### src/rtl/chip_pkg.sv
// Shared definitions for the channel trigger/window capture path.
// Latency: n/a (types and constants only).
// Backpressure: n/a.
package chip_pkg;

  // Capture FSM states; ARM is the reset state and waits for pre-trigger fill.
  typedef enum logic [1:0] {
    ST_ARM  = 2'd0,
    ST_IDLE = 2'd1,
    ST_CAPT = 2'd2
  } chip_state_e;

  // cfg_mode bit positions
  localparam int MODE_EDGE_BIT   = 0;  // 0 = level trigger, 1 = rising-edge trigger
  localparam int MODE_RETRIG_BIT = 1;  // 1 = trigger during a window extends it

  // Default window length for integrations that do not override cfg_len.
  localparam int LEN_CHIP = 4000;

endpackage

### src/rtl/chip_dly_line.sv
// Pre-trigger delay line: returns the sample tap_sel shifts older than din.
// Latency: combinational tap; history updates one cycle after each shift.
// Backpressure: none; history advances only when shift is high.
//
// Ports:
//   clk_sys, rst_n : clock, synchronous active-low reset (clears history)
//   din            : current sample
//   shift          : push din into history this cycle
//   tap_sel        : age of requested sample in shifts (0 = din itself)
//   dout           : selected sample
module chip_dly_line #(
  parameter int DW        = 16,
  parameter int PRE_DEPTH = 16,
  localparam int PW       = $clog2(PRE_DEPTH)
) (
  input  logic          clk_sys,
  input  logic          rst_n,
  input  logic [DW-1:0] din,
  input  logic          shift,
  input  logic [PW-1:0] tap_sel,
  output logic [DW-1:0] dout
);

  // hist[0] is the most recent shifted-in sample.
  logic [DW-1:0] hist [PRE_DEPTH];

  always_ff @(posedge clk_sys) begin
    if (!rst_n) begin
      for (int i = 0; i < PRE_DEPTH; i++) hist[i] <= '0;
    end else if (shift) begin
      hist[0] <= din;
      for (int i = 1; i < PRE_DEPTH; i++) hist[i] <= hist[i-1];
    end
  end

  always_comb begin
    if (tap_sel == '0) dout = din;
    else               dout = hist[tap_sel - 1'b1];
  end

endmodule

### src/rtl/chip_trig_path.sv
// Threshold trigger on a selected channel, emitting a delayed capture window.
// Latency: d1_* and busy are registered, one clk_sys after the causing sm_vld beat.
// Backpressure: none; sm_vld gaps stall the window, output has no ready.
//
// Ports:
//   clk_sys, rst_n         : clock, synchronous active-low reset
//   sm_data, sm_vld        : packed N_CH x DW samples, all valid together
//   cfg_en                 : enable; low aborts any window and re-arms
//   cfg_path_sel           : channel select (out of range -> channel 0)
//   cfg_chip_th            : unsigned trigger threshold
//   cfg_len                : window length in valid beats (0 treated as 1)
//   cfg_pre                : pre-trigger depth in valid beats
//   cfg_mode               : [0] edge trigger, [1] retrigger enable
//   d1_data/vld/sof/eof    : windowed output beats
//   busy                   : window in progress beyond its first beat
//   trig_cnt               : accepted window starts, saturating
module chip_trig_path
  import chip_pkg::*;
#(
  parameter int N_CH      = 8,
  parameter int DW        = 16,
  parameter int LW        = 20,
  parameter int PRE_DEPTH = 16,
  localparam int PW       = $clog2(PRE_DEPTH)
) (
  input  logic               clk_sys,
  input  logic               rst_n,
  input  logic [N_CH*DW-1:0] sm_data,
  input  logic               sm_vld,
  input  logic               cfg_en,
  input  logic [7:0]         cfg_path_sel,
  input  logic [DW-1:0]      cfg_chip_th,
  input  logic [LW-1:0]      cfg_len,
  input  logic [PW-1:0]      cfg_pre,
  input  logic [1:0]         cfg_mode,
  output logic [DW-1:0]      d1_data,
  output logic               d1_vld,
  output logic               d1_sof,
  output logic               d1_eof,
  output logic               busy,
  output logic [15:0]        trig_cnt
);

  localparam logic [LW-1:0] ONE_L = LW'(1);

  chip_state_e   state_q, state_n;
  logic [PW:0]   fill_q, fill_n;
  logic [LW-1:0] rem_q, rem_n;
  logic [LW-1:0] len_q, len_n;
  logic          retrig_q, retrig_n;
  logic [15:0]   cnt_n;
  logic [DW-1:0] data_n;
  logic          vld_n, sof_n, eof_n;

  logic [DW-1:0] d0, prev_q, tap;
  logic [LW-1:0] len_eff, reload;
  logic          trig;

  // Channel mux; anything out of range falls back to channel 0.
  always_comb begin
    d0 = sm_data[DW-1:0];
    for (int k = 1; k < N_CH; k++) begin
      if (cfg_path_sel == 8'(k)) d0 = sm_data[k*DW +: DW];
    end
  end

  // Previous valid sample for edge detection; cleared while disabled so the
  // first sample after enable can register as a rising edge.
  always_ff @(posedge clk_sys) begin
    if (!rst_n || !cfg_en) prev_q <= '0;
    else if (sm_vld)       prev_q <= d0;
  end

  chip_dly_line #(.DW(DW), .PRE_DEPTH(PRE_DEPTH)) u_dly (
    .clk_sys (clk_sys),
    .rst_n   (rst_n),
    .din     (d0),
    .shift   (sm_vld),
    .tap_sel (cfg_pre),
    .dout    (tap)
  );

  assign trig = sm_vld && (d0 >= cfg_chip_th) &&
                (!cfg_mode[MODE_EDGE_BIT] || (prev_q < cfg_chip_th));

  assign len_eff = (cfg_len == '0) ? ONE_L : cfg_len;

  // A retrigger beat counts as the first beat of the extended window. For a
  // 1-beat window one further beat is kept so the window still gets an eof.
  assign reload = (len_q == ONE_L) ? ONE_L : len_q - ONE_L;

  always_comb begin
    state_n  = state_q;
    fill_n   = fill_q;
    rem_n    = rem_q;
    len_n    = len_q;
    retrig_n = retrig_q;
    cnt_n    = trig_cnt;
    data_n   = '0;
    vld_n    = 1'b0;
    sof_n    = 1'b0;
    eof_n    = 1'b0;

    if (!cfg_en) begin
      state_n = ST_ARM;
      fill_n  = '0;
    end else begin
      case (state_q)
        ST_ARM: begin
          if (sm_vld) fill_n = fill_q + 1'b1;
          if (fill_n >= {1'b0, cfg_pre}) begin
            state_n = ST_IDLE;
            fill_n  = '0;
          end
        end

        ST_IDLE: begin
          if (trig) begin
            vld_n    = 1'b1;
            sof_n    = 1'b1;
            data_n   = tap;
            len_n    = len_eff;
            retrig_n = cfg_mode[MODE_RETRIG_BIT];
            if (trig_cnt != 16'hFFFF) cnt_n = trig_cnt + 16'd1;
            if (len_eff == ONE_L) begin
              eof_n = 1'b1;
            end else begin
              state_n = ST_CAPT;
              rem_n   = len_eff - ONE_L;
            end
          end
        end

        ST_CAPT: begin
          if (sm_vld) begin
            vld_n  = 1'b1;
            data_n = tap;
            if (retrig_q && trig) begin
              rem_n = reload;
            end else if (rem_q <= ONE_L) begin
              // <= rather than == so a corrupted count can never stall here.
              eof_n   = 1'b1;
              state_n = ST_IDLE;
              rem_n   = '0;
            end else begin
              rem_n = rem_q - ONE_L;
            end
          end
        end

        default: state_n = ST_ARM;
      endcase
    end
  end

  always_ff @(posedge clk_sys) begin
    if (!rst_n) begin
      state_q  <= ST_ARM;
      fill_q   <= '0;
      rem_q    <= '0;
      len_q    <= '0;
      retrig_q <= 1'b0;
      trig_cnt <= '0;
      d1_data  <= '0;
      d1_vld   <= 1'b0;
      d1_sof   <= 1'b0;
      d1_eof   <= 1'b0;
    end else begin
      state_q  <= state_n;
      fill_q   <= fill_n;
      rem_q    <= rem_n;
      len_q    <= len_n;
      retrig_q <= retrig_n;
      trig_cnt <= cnt_n;
      d1_data  <= data_n;
      d1_vld   <= vld_n;
      d1_sof   <= sof_n;
      d1_eof   <= eof_n;
    end
  end

  assign busy = (state_q == ST_CAPT);

endmodule
### config.mk
export PLATFORM = sky130hd
export DESIGN_NAME = chip_trig_path
export DESIGN_NICKNAME = d
export VERILOG_FILES = /design/src/rtl/chip_pkg.sv /design/src/rtl/chip_dly_line.sv /design/src/rtl/chip_trig_path.sv
export SDC_FILE = /design/constraint.sdc
export NUM_CORES = 1
export LEC_CHECK = 0
export BUFFER_PORTS_ARGS = -buffer_cell sky130_fd_sc_hd__buf_2
export CORE_ASPECT_RATIO = 1.2
export CORE_MARGIN = 2
export CORE_UTILIZATION = 45
export DETAILED_ROUTE_END_ITERATION = 16
export HOLD_SLACK_MARGIN = 0.1
export PLACE_DENSITY = 0.75
export SYNTH_ARGS = -nofsm -noshare
export SYNTH_HDL_FRONTEND = slang
export SYNTH_SLANG_ARGS = --single-unit
export TNS_END_PERCENT = 5
### constraint.sdc
create_clock -name clk_sys -period 11.5 [get_ports clk_sys]
set_input_delay 0.575 -clock clk_sys [delete_from_list [all_inputs] [get_ports clk_sys]]
set_output_delay 0.575 -clock clk_sys [all_outputs]
set_load 0.01 [all_outputs]
==> results, run 1 <==
- After clock tree synthesis, the flow added hold-fix buffers numbering 0.
- The number of endpoints with negative hold slack in the final report was 0.
- Of the total synthesized cell area, the portion taken by full adders, half adders and majority gates is under 10%.
- In the finished design, the share of the clock period the worst path needs comes to between 50% and 60%.
- The slew of the pin with the lowest slew margin is about 1.3 ns.
- After synthesis, the share of flip-flops with an asynchronous set or reset is 0%.
- Counting along the longest clock path gives a buffer depth of 3.
- Summed over all instances, the cell type with the most area after synthesis is edfxtp_1.
- The count of cells in the finished layout, fillers not included, comes to around 2400.
- The shortest period the worst path allows is 5.814 ns.
- The number of max-capacitance violations reported is 0.
- The cell sitting at the root of the clock tree is a clkbuf_16.
- At the end of routability-driven placement, the weighted congestion stood at 0.9976.
- The first global-routing pass estimated around 76000 um of wire.
- The worst pin sits at a relative slew slack of around 13%.
- The maximum fanout encountered on the critical timing path is 40.
- The die covers ~43000 um^2.
- Based on the critical path, the design can be clocked at up to 172.0 MHz.
- The floorplan has just over 80 rows.
- The region available for standard cell placement spans 41450 um^2.
- The number of nets with antenna violations after detailed routing is 0.
- In the routed layout, each cell is associated on average with a via count of just under 6.
- The number of enable-type register cells in the synthesized netlist is about 260.
- STA classifies the critical path endpoint as a flip-flop.
- Pin placement for this block handled around 220 I/O pins.
- By area, the combinational part of the netlist is dominated by simple AND/OR/NAND/NOR gates.
- The CTS tree is done.
- Counting the buffers created by CTS gives 36.
- Setup repair after global routing left no endpoint under its margin.
- The proportion of synthesized area in mux cells is approximately 11%.
- The type of the most critical hold path is input pin to flip-flop.
- The chip width is ~190 um.
- The clock net in this run drives a total of approximately 360 sinks.
- The insertion delay of the later-clocked pin in the worst-skew pair is about 0.55 ns.
- At the worst endpoint, the arrival time is roughly 6.3 ns.
- The post-CTS setup repair buffer count is 0.
- The quantity of I/O buffers inserted on ports is about 220.
- Synthesis produced a netlist whose cell count is between 1500 and 2000.
- The H-tree depth reported by CTS is 2.
- The initial antenna violation count is 7.
- The area of the mapped netlist is approximately 19000 um^2.
- The mean instance size in the synthesized netlist is approximately 11 um^2.
- For this run, the detailed router's first-pass iteration total came to 7.
- The area added between synthesis and finish is 14.40%.
- The half-perimeter wire length after placement is ~33000 um.
- The synthesized netlist contains 67 unique library cells.
- Summed over all layers, the global routing overflow is 0.
- The kind of launch point of the worst setup path is an input pin.
- The number of register bits inferred by synthesis is 355.
- The initial DRC count is 1413.
- The number of nets produced by synthesis is between 1500 and 2000.
- The count of unresolved DRC violations after routing is 0.
- Power comes to between 0.003 and 0.004 W.
- The via count is 13848.
- The number of gates resized after CTS was 0.
- The synthesized netlist devotes about 3.1% of its cell area to XOR and XNOR gates.
- In the final routed layout, each cell accounts on average for between 20 and 25 um.
- The initial utilization of the core area, before any placement, comes to between 40% and 50%.
- For the worst setup path, the data required time is between 10 and 15 ns.
- The maximum number of pins on one net before global-route repair is ~180.
- The fraction of the mapped netlist area in simple logic gates is roughly 18%.
- The fill cell instance count of the final layout is 3621.
- The net count of the finished layout is 2017.
- Summed over all layers, the routed wires come to between 40000 and 50000 um.
- The number of global-route vias before repair is 13677.
- Sorting the synthesized cells by area gives the leading types as edfxtp_1 41%, dfxtp_1 11%, mux4_2 9.6%.
- The Yosys step of the flow raised 0 warnings.
- The standby leakage power is 8.986 nW.
- The height of the chip is 227.9 um.
- Global routing consumed, over all layers together, between 20% and 30% of the routing resources.
- The power density normalized to cell area is 141.4 nW/um^2.
- The maximum vdd drop is approximately 0.13 mV.
- The setup-violating endpoint count in the final report is 0.
- Of the cells placed in the final design, the portion with a size suffix greater than 1 is between 20% and 30%.
- Clock-pin slew was measured on the worst setup and hold paths at 0.06 ns.
- The worst setup path category is input pin to flip-flop.
- The number of max-slew violations in the final report is 0.
- The register cell area after layout is between 9000 and 10000 um^2.
- The register area share after synthesis is 51.45%.
- Summing all multi-input logic gate instances after layout gives 8503 um^2.
- The predominant post-synthesis flop cell is edfxtp_1.
- The setup skew after layout is between 0.02 and 0.03 ns.
- The synthesized netlist devotes under 10% of its cell area to compound gates.
- The fraction of post-synthesis cell area in the top cell type by area is roughly two fifths.
- The run finished with clean final reports.
- The total instance count after detailed placement is ~2300.
- The setup TNS is 0 ns.
## state kept, by name, indices dropped and copies added, names as in the netlist, 2 cells and up
register,count
rem_q,20
d1_data,16
trig_cnt,16
prev_q,16
fill_q,5
len_q,20
u_dly.hist,256
state_q,2
## routing by layer
metal,vias up,routed length [um],global-route usage [%]
met3,103,3015,4.062
li1,6453,-,-
met4,4,2409,9.981
met1,6787,19530,28.14
met5,-,27,0
met2,501,22780,36.09
## cell usage after synthesis (5+ instances only)
cell type	n
nand2b_1	7
or3_1	5
a22oi_1	14
or4_1	7
o22ai_1	14
xor2_1	25
nor3_1	28
nor4b_1	5
o21a_1	5
a22o_1	11
edfxtp_1	256
clkbuf_1	98
and3_1	157
o21ai_0	27
nand4_1	11
a21o_1	6
buf_2	13
o2bb2ai_1	10
o32ai_1	5
a21oi_1	81
buf_1	13
o31a_1	6
o211a_1	13
nand3_1	16
mux4_2	80
xnor2_1	42
and2_1	100
a31oi_1	5
nor4_1	17
nor3b_1	5
dfxtp_1	99
o211ai_1	5
a311oi_1	10
nor2_1	104
ha_1	48
nand2_1	137
a211oi_1	28
inv_1	45
mux2i_1	30
## through the flow
step | setup WS [ns] | instance area [um^2] | utilization [%] | hold WS (ns)
2_1_floorplan | 3.402 | 18790 | - | 0.4363
3_3_place_gp | 5.384 | 20280 | 48.93 | 0.4526
3_5_place_dp | 5.270 | 20280 | 48.93 | 0.4508
4_1_cts | 5.808 | 21490 | 51.84 | 0.2592
5_1_grt | 5.122 | 21490 | 51.85 | 0.2951
6_report | 5.686 | 21500 | 51.87 | 0.2789
## final timing paths
check	slack (ns)	endpoint	depth (start not counted)	start
max	5.69	rem_q[3]$_SDFFE_PN0P_	16	cfg_path_sel[2]
min	0.28	retrig_q$_SDFFE_PN0P_	3	cfg_mode[1]
max reg2reg	7.74	rem_q[3]$_SDFFE_PN0P_	9	prev_q[14]$_SDFFE_PN0P_
min reg2reg	0.46	retrig_q$_SDFFE_PN0P_	2	retrig_q$_SDFFE_PN0P_
## placed cells by master (no fill, tap or decap), drive strengths merged, types with 7 or more instances in the layout
cell type and count:
a211oi 28, a21oi 81, a22o 11, a22oi 14, a311oi 10, and2 100
and3 157, buf 235, clkbuf 48, clkinv 12, dfxtp 99, edfxtp 256
ha 48, inv 48, mux2i 30, mux4 80, nand2 137, nand2b 7
nand3 17, nand4 11, nor2 105, nor3 28, nor4 21, o211a 13
o21ai 27, o22ai 14, o2bb2ai 10, or4 8, xnor2 42, xor2 25
## logic make-up (layout without fill, tap and decap cells)
logic type                 Yosys count  after routing
DFF                                355            355
other                                0              5
adders and majority gates           48             48
and+or+nand+nor                    623            623
muxes                              111            111
xor gates and xnor gates            67             67
AOI/OAI and AO/OA                  262            262
buffers and inverters              173            349
## final cells by class
class	instances	share of cell area [%]
inverter	48	0.8381
sequential	355	44.98
antenna	5	0.05820
multi-input combinational	1111	39.55
clock inverter	18	0.9545
timing repair buffer	235	5.791
clock buffer	48	4.650
tap	546	3.178
## worst max-delay path, cell delays in order
cell	delay (ns)
buf_2	0.30
clkinv_1	0.53
nor3_2	0.87
buf_4	0.35
a221oi_1	0.11
o31a_1	0.15
a21oi_1	0.33
ha_1	0.34
a21oi_1	0.15
a21oi_1	0.08
a211oi_1	0.36
o31a_1	0.37
or3_1	1.03
mux2i_1	0.18
a211o_1	0.33
a21oi_1	0.14
## report_power, final
part,leakage (nW),total (W),switching (W),internal (W)
Clock,0.583,0.00120,0.000508,0.000688
Combinational,4.78,0.000366,0.000204,0.000162
Sequential,3.63,0.00148,0.0000332,0.00145
Total,8.99,0.00304,0.000745,0.00230
(Power assumes the default switching activity.)
==> run 2, diff against run 1 <==
--- a/config.mk
+++ b/config.mk
@@ -11,7 +11,7 @@
 export CORE_UTILIZATION = 45
 export DETAILED_ROUTE_END_ITERATION = 16
 export HOLD_SLACK_MARGIN = 0.1
-export PLACE_DENSITY = 0.75
+export PLACE_DENSITY = 0.78
 export SYNTH_ARGS = -nofsm -noshare
 export SYNTH_HDL_FRONTEND = slang
 export SYNTH_SLANG_ARGS = --single-unit
==> constraint.sdc (replaced) <==
create_clock -name clk_sys -period 5.27 [get_ports clk_sys]
set_input_delay 0.2635 -clock clk_sys [delete_from_list [all_inputs] [get_ports clk_sys]]
set_output_delay 0.2635 -clock clk_sys [all_outputs]
set_load 0.01 [all_outputs]
==> run 2 against run 1 <==
  * Total power grew 110%
  * Clock power up 100%
  * Combinational power grew 120%
  * First-iteration DRC count shrank 10%
  * Via count up 1.7%
  * Highest routed layer is now met4
  * Sequential power increased by 120%
  * Non-clock buffer count grew 36
  * Die area unchanged
==> results, run 2 (synthesis results as in run 1) <==
- The area of the die is 43420 um^2 (unchanged).
- Largest registers: u_dly.hist x256, len_q x20, rem_q x20 (unchanged).
- The total power came to 0.006463 W (was 0.003041 W).
- The setup skew after layout is 0.03409 ns (was 0.02907 ns).
- The detailed-route wire length is 48350 um (was 47770 um).
- The number of primary I/O pins is 218 (unchanged).
- The area added between synthesis and finish is 15.55% (was 14.40%).
- Derived from the worst setup path, the maximum achievable clock frequency is between 200 and 250 MHz.
- The chip width is 190.5 um (unchanged).
- The endpoint of the lowest-slack register-to-register path is rem_q[13]$_SDFFE_PN0P_ (was rem_q[3]$_SDFFE_PN0P_).
- The family of cells with the greatest summed delay on the critical path is compound AO/OA/AOI/OAI gates (unchanged).
- The multi-input combinational cell area came to 8503 um^2 (unchanged).
- RSZ-0062 raised after global routing: false (unchanged).
- The critical path depth was 20 (was 16).
- The slew of the pin with the lowest slew margin is 0.9473 ns (was 1.310 ns).
- The number of max-slew violations in the final report is 0 (unchanged).
- The register cell area after layout is 9669 um^2 (unchanged).
- The number of buffers added by the clock tree synthesis step is 35 (was 36).
- The CTS tree is done (unchanged).
- The critical path endpoint is rem_q[13]$_SDFFE_PN0P_ (was rem_q[3]$_SDFFE_PN0P_).
- The type of the most critical hold path is input pin to flip-flop (unchanged).
- The number of endpoints with negative hold slack in the final report came to 0 (unchanged).
- The critical-path cell with the highest stage delay is a211oi_1 (was or3_1).
- The number of flip-flops in the largest register is 256 (unchanged).
- The half-perimeter wire length after placement came to 33370 um (was 32800 um).
- The layout cell share with drive strength beyond 1 is 21.47% (was 21.43%).
- The minimum setup slack among reg-to-reg paths is 1.93 ns (was 7.74 ns).
- The global-route wire length before repair came to 76520 um (was 75600 um).
- The worst reg-to-reg path cell count was 10 (was 9).
- The data arrival time at the worst-slack endpoint was 4.72 ns (was 6.25 ns).
- The total instance count after detailed placement is 2310 (was 2295).
- The count of unresolved DRC violations after routing is 0 (unchanged).
- The kind of launch point of the worst setup path is an input pin (unchanged).
- The post-cts resize count is 0 (unchanged).
- The via-per-instance ratio came to 5.879 (was 5.853).
- The reg-to-reg critical path startpoint is prev_q[14]$_SDFFE_PN0P_ (unchanged).
- The routed wirelength normalized by instance count is 20.18 um (was 20.19 um).
- The deepest clock path buffer count was 3 (unchanged).
- The total global-route track usage is 22.25% (was 21.95%).
- The number of global-route vias before repair is 14096 (was 13677).
- The critical path startpoint is cfg_path_sel[5] (was cfg_path_sel[2]).
- Dividing the final minimum period by the clock period gives a little over 80%.
- The final design instance area without fill is 21710 um^2 (was 21500 um^2).
- The final standard cell utilization of the core is 52.38% (was 51.87%).
- The quantity of I/O buffers inserted on ports is 217 (unchanged).
- The setup TNS is 0 ns (unchanged).
- The clock transition time at the flip-flop clock pins of the worst setup and hold paths is 0.06 ns (about the same).
- The count of standard-cell rows is 82 (unchanged).
- The capturing element type of the critical path was a flip-flop (unchanged).
- The height of the chip is 227.9 um (unchanged).
- The maximum vdd drop was 0.1975 mV (was 0.1263 mV).
- Crit path cell chain: buf_2 > nor3_1 > nand2_1 > buf_4 > nor3_2 > buf_4 > a22o_1 > nand2_1 > o211a_1 > inv_1 > ha_1 > a211oi_1 > o21ai_0 > a211oi_1 > o31a_1 > or3_1 > buf_4 > nor3_1 > a311oi_1 > a21oi_1 (was buf_2 > clkinv_1 > nor3_2 > buf_4 > a221oi_1 > o31a_1 > a21oi_1 > ha_1 > a21oi_1 > a21oi_1 > a211oi_1 > o31a_1 > or3_1 > mux2i_1 > a211o_1 > a21oi_1).
- The headroom to the max-slew limit was 36.69% (was 12.66%).
- Highest-count cells in the layout ignoring fill and taps: 256 x edfxtp_1, 214 x buf_2, 157 x and3_1 (unchanged).
- The maximum fanout encountered on the critical timing path came to 25 (was 40).
- Outcome: finished clean (unchanged).
- After layout, the minimum clock period comes to 4.338 ns.
- The initial DRC count is 1265 (was 1413).
- The largest register by flop count is u_dly.hist (unchanged).
- The number of max-capacitance violations reported came to 0 (unchanged).
- The detailed-routing iteration count for the pre-antenna-repair pass is 5 (was 7).
- The global placement routability congestion is 1.016 (was 0.9976).
- The final non-filler cell total was 2396 (was 2366).
- The most common cell after layout, fill and taps aside was edfxtp_1 (unchanged).
- The highest cell delay on the worst timing path is 0.46 ns (was 1.03 ns).
- The number of clock sinks is 355 (unchanged).
- The worst setup path category is input pin to flip-flop (unchanged).
- The fill cell instance count of the final layout came to 3509 (was 3621).
- The H-tree depth reported by CTS is 2 (unchanged).
- The clock root buffer is clkbuf_16 (unchanged).
- The standby leakage power is 9.101 nW (was 8.986 nW).
- The core area is 41450 um^2 (unchanged).
- The setup-violating endpoint count in the final report came to 0 (unchanged).
- The buffering stage count on the worst path with inverters included is 5 (was 3).
- The via count is 14085 (was 13848).
- The insertion delay of the later-clocked pin in the worst-skew pair is 0.54 ns (was 0.55 ns).
- The sum of overflow across all layers after global routing is 0 (unchanged).
- The power density normalized to cell area came to 297.6 nW/um^2 (was 141.4 nW/um^2).
- The initial antenna violation count is 1 (was 7).
- The starting utilization of the core area is 45.34% (unchanged).
- The number of nets with antenna violations after detailed routing was 0 (unchanged).
- The number of cells on the worst hold path is 3 (unchanged).
- The cell repeated most along the worst path is buf_4 (was a21oi_1).
- The maximum number of pins on one net before global-route repair is 159 (was 184).
- The standard cell area after detailed placement is 20420 um^2 (was 20280 um^2).
- The total number of nets in the final design is 2052 (was 2017).
- The required time of the critical path is 5.65 ns (was 11.93 ns).
==> run 2: what timing repair did <==
item                      in CTS  in global routing
hold endpoints to repair      22                  0
hold buffers                  21                  0
buffers inserted               0                  0
==> run 2: metrics by stage <==
stage | hold WS [ns] | worst slack (ns)
floorplan | 0.3995 | 0.4865
global placement | 0.4492 | 0.5923
detailed placement | 0.4491 | 0.4796
CTS | 0.1305 | 0.9952
global route | 0.1919 | 0.5777
finish | 0.1577 | 0.9322
==> run 2: power by group <==
group,leakage [nW],switching [W],internal [W]
combinational,4.95,0.000449,0.000372
sequential,3.63,0.0000732,0.00315
clock,0.529,0.00108,0.00133
total,9.10,0.00160,0.00486
==> run 2: worst min-delay path: cells and delay by family <==
family / cells / cell delay (ns)
AOI/OAI and AO/OA: 2 / 0.27
buffers and inverters: 1 / 0.11
==> run 2: worst min path at each step <==
stage,slack [ns],end,start
2_1_floorplan,0.40,retrig_q$_SDFFE_PN0P_,cfg_mode[1]
3_3_place_gp,0.45,retrig_q$_SDFFE_PN0P_,retrig_q$_SDFFE_PN0P_
3_5_place_dp,0.45,retrig_q$_SDFFE_PN0P_,retrig_q$_SDFFE_PN0P_
4_1_cts,0.13,len_q[0]$_SDFFE_PN0P_,cfg_len[0]
5_1_grt,0.19,len_q[0]$_SDFFE_PN0P_,cfg_len[0]
6_report,0.16,len_q[0]$_SDFFE_PN0P_,cfg_len[0]
==> run 2: cell type report <==
| cell class | count | area share, % |
|---|---|---|
| Tap cell | 546 | 3.146 |
| Timing Repair Buffer | 271 | 7.336 |
| Inverter | 48 | 0.8298 |
| Clock buffer | 46 | 4.368 |
| Sequential cell | 355 | 44.53 |
| Clock inverter | 18 | 0.6166 |
| Multi-Input combinational cell | 1111 | 39.16 |
| Antenna cell | 1 | 0.01152 |
==> run 2: layer usage <==
metal | track usage (%) | vias up | routed length (um)
met1 | 27.51 | 6891 | 18670
li1 | - | 6530 | -
met2 | 38.55 | 574 | 24600
met3 | 3.338 | 90 | 3023
met4 | 9.593 | 0 | 2062
met5 | 0 | - | 0
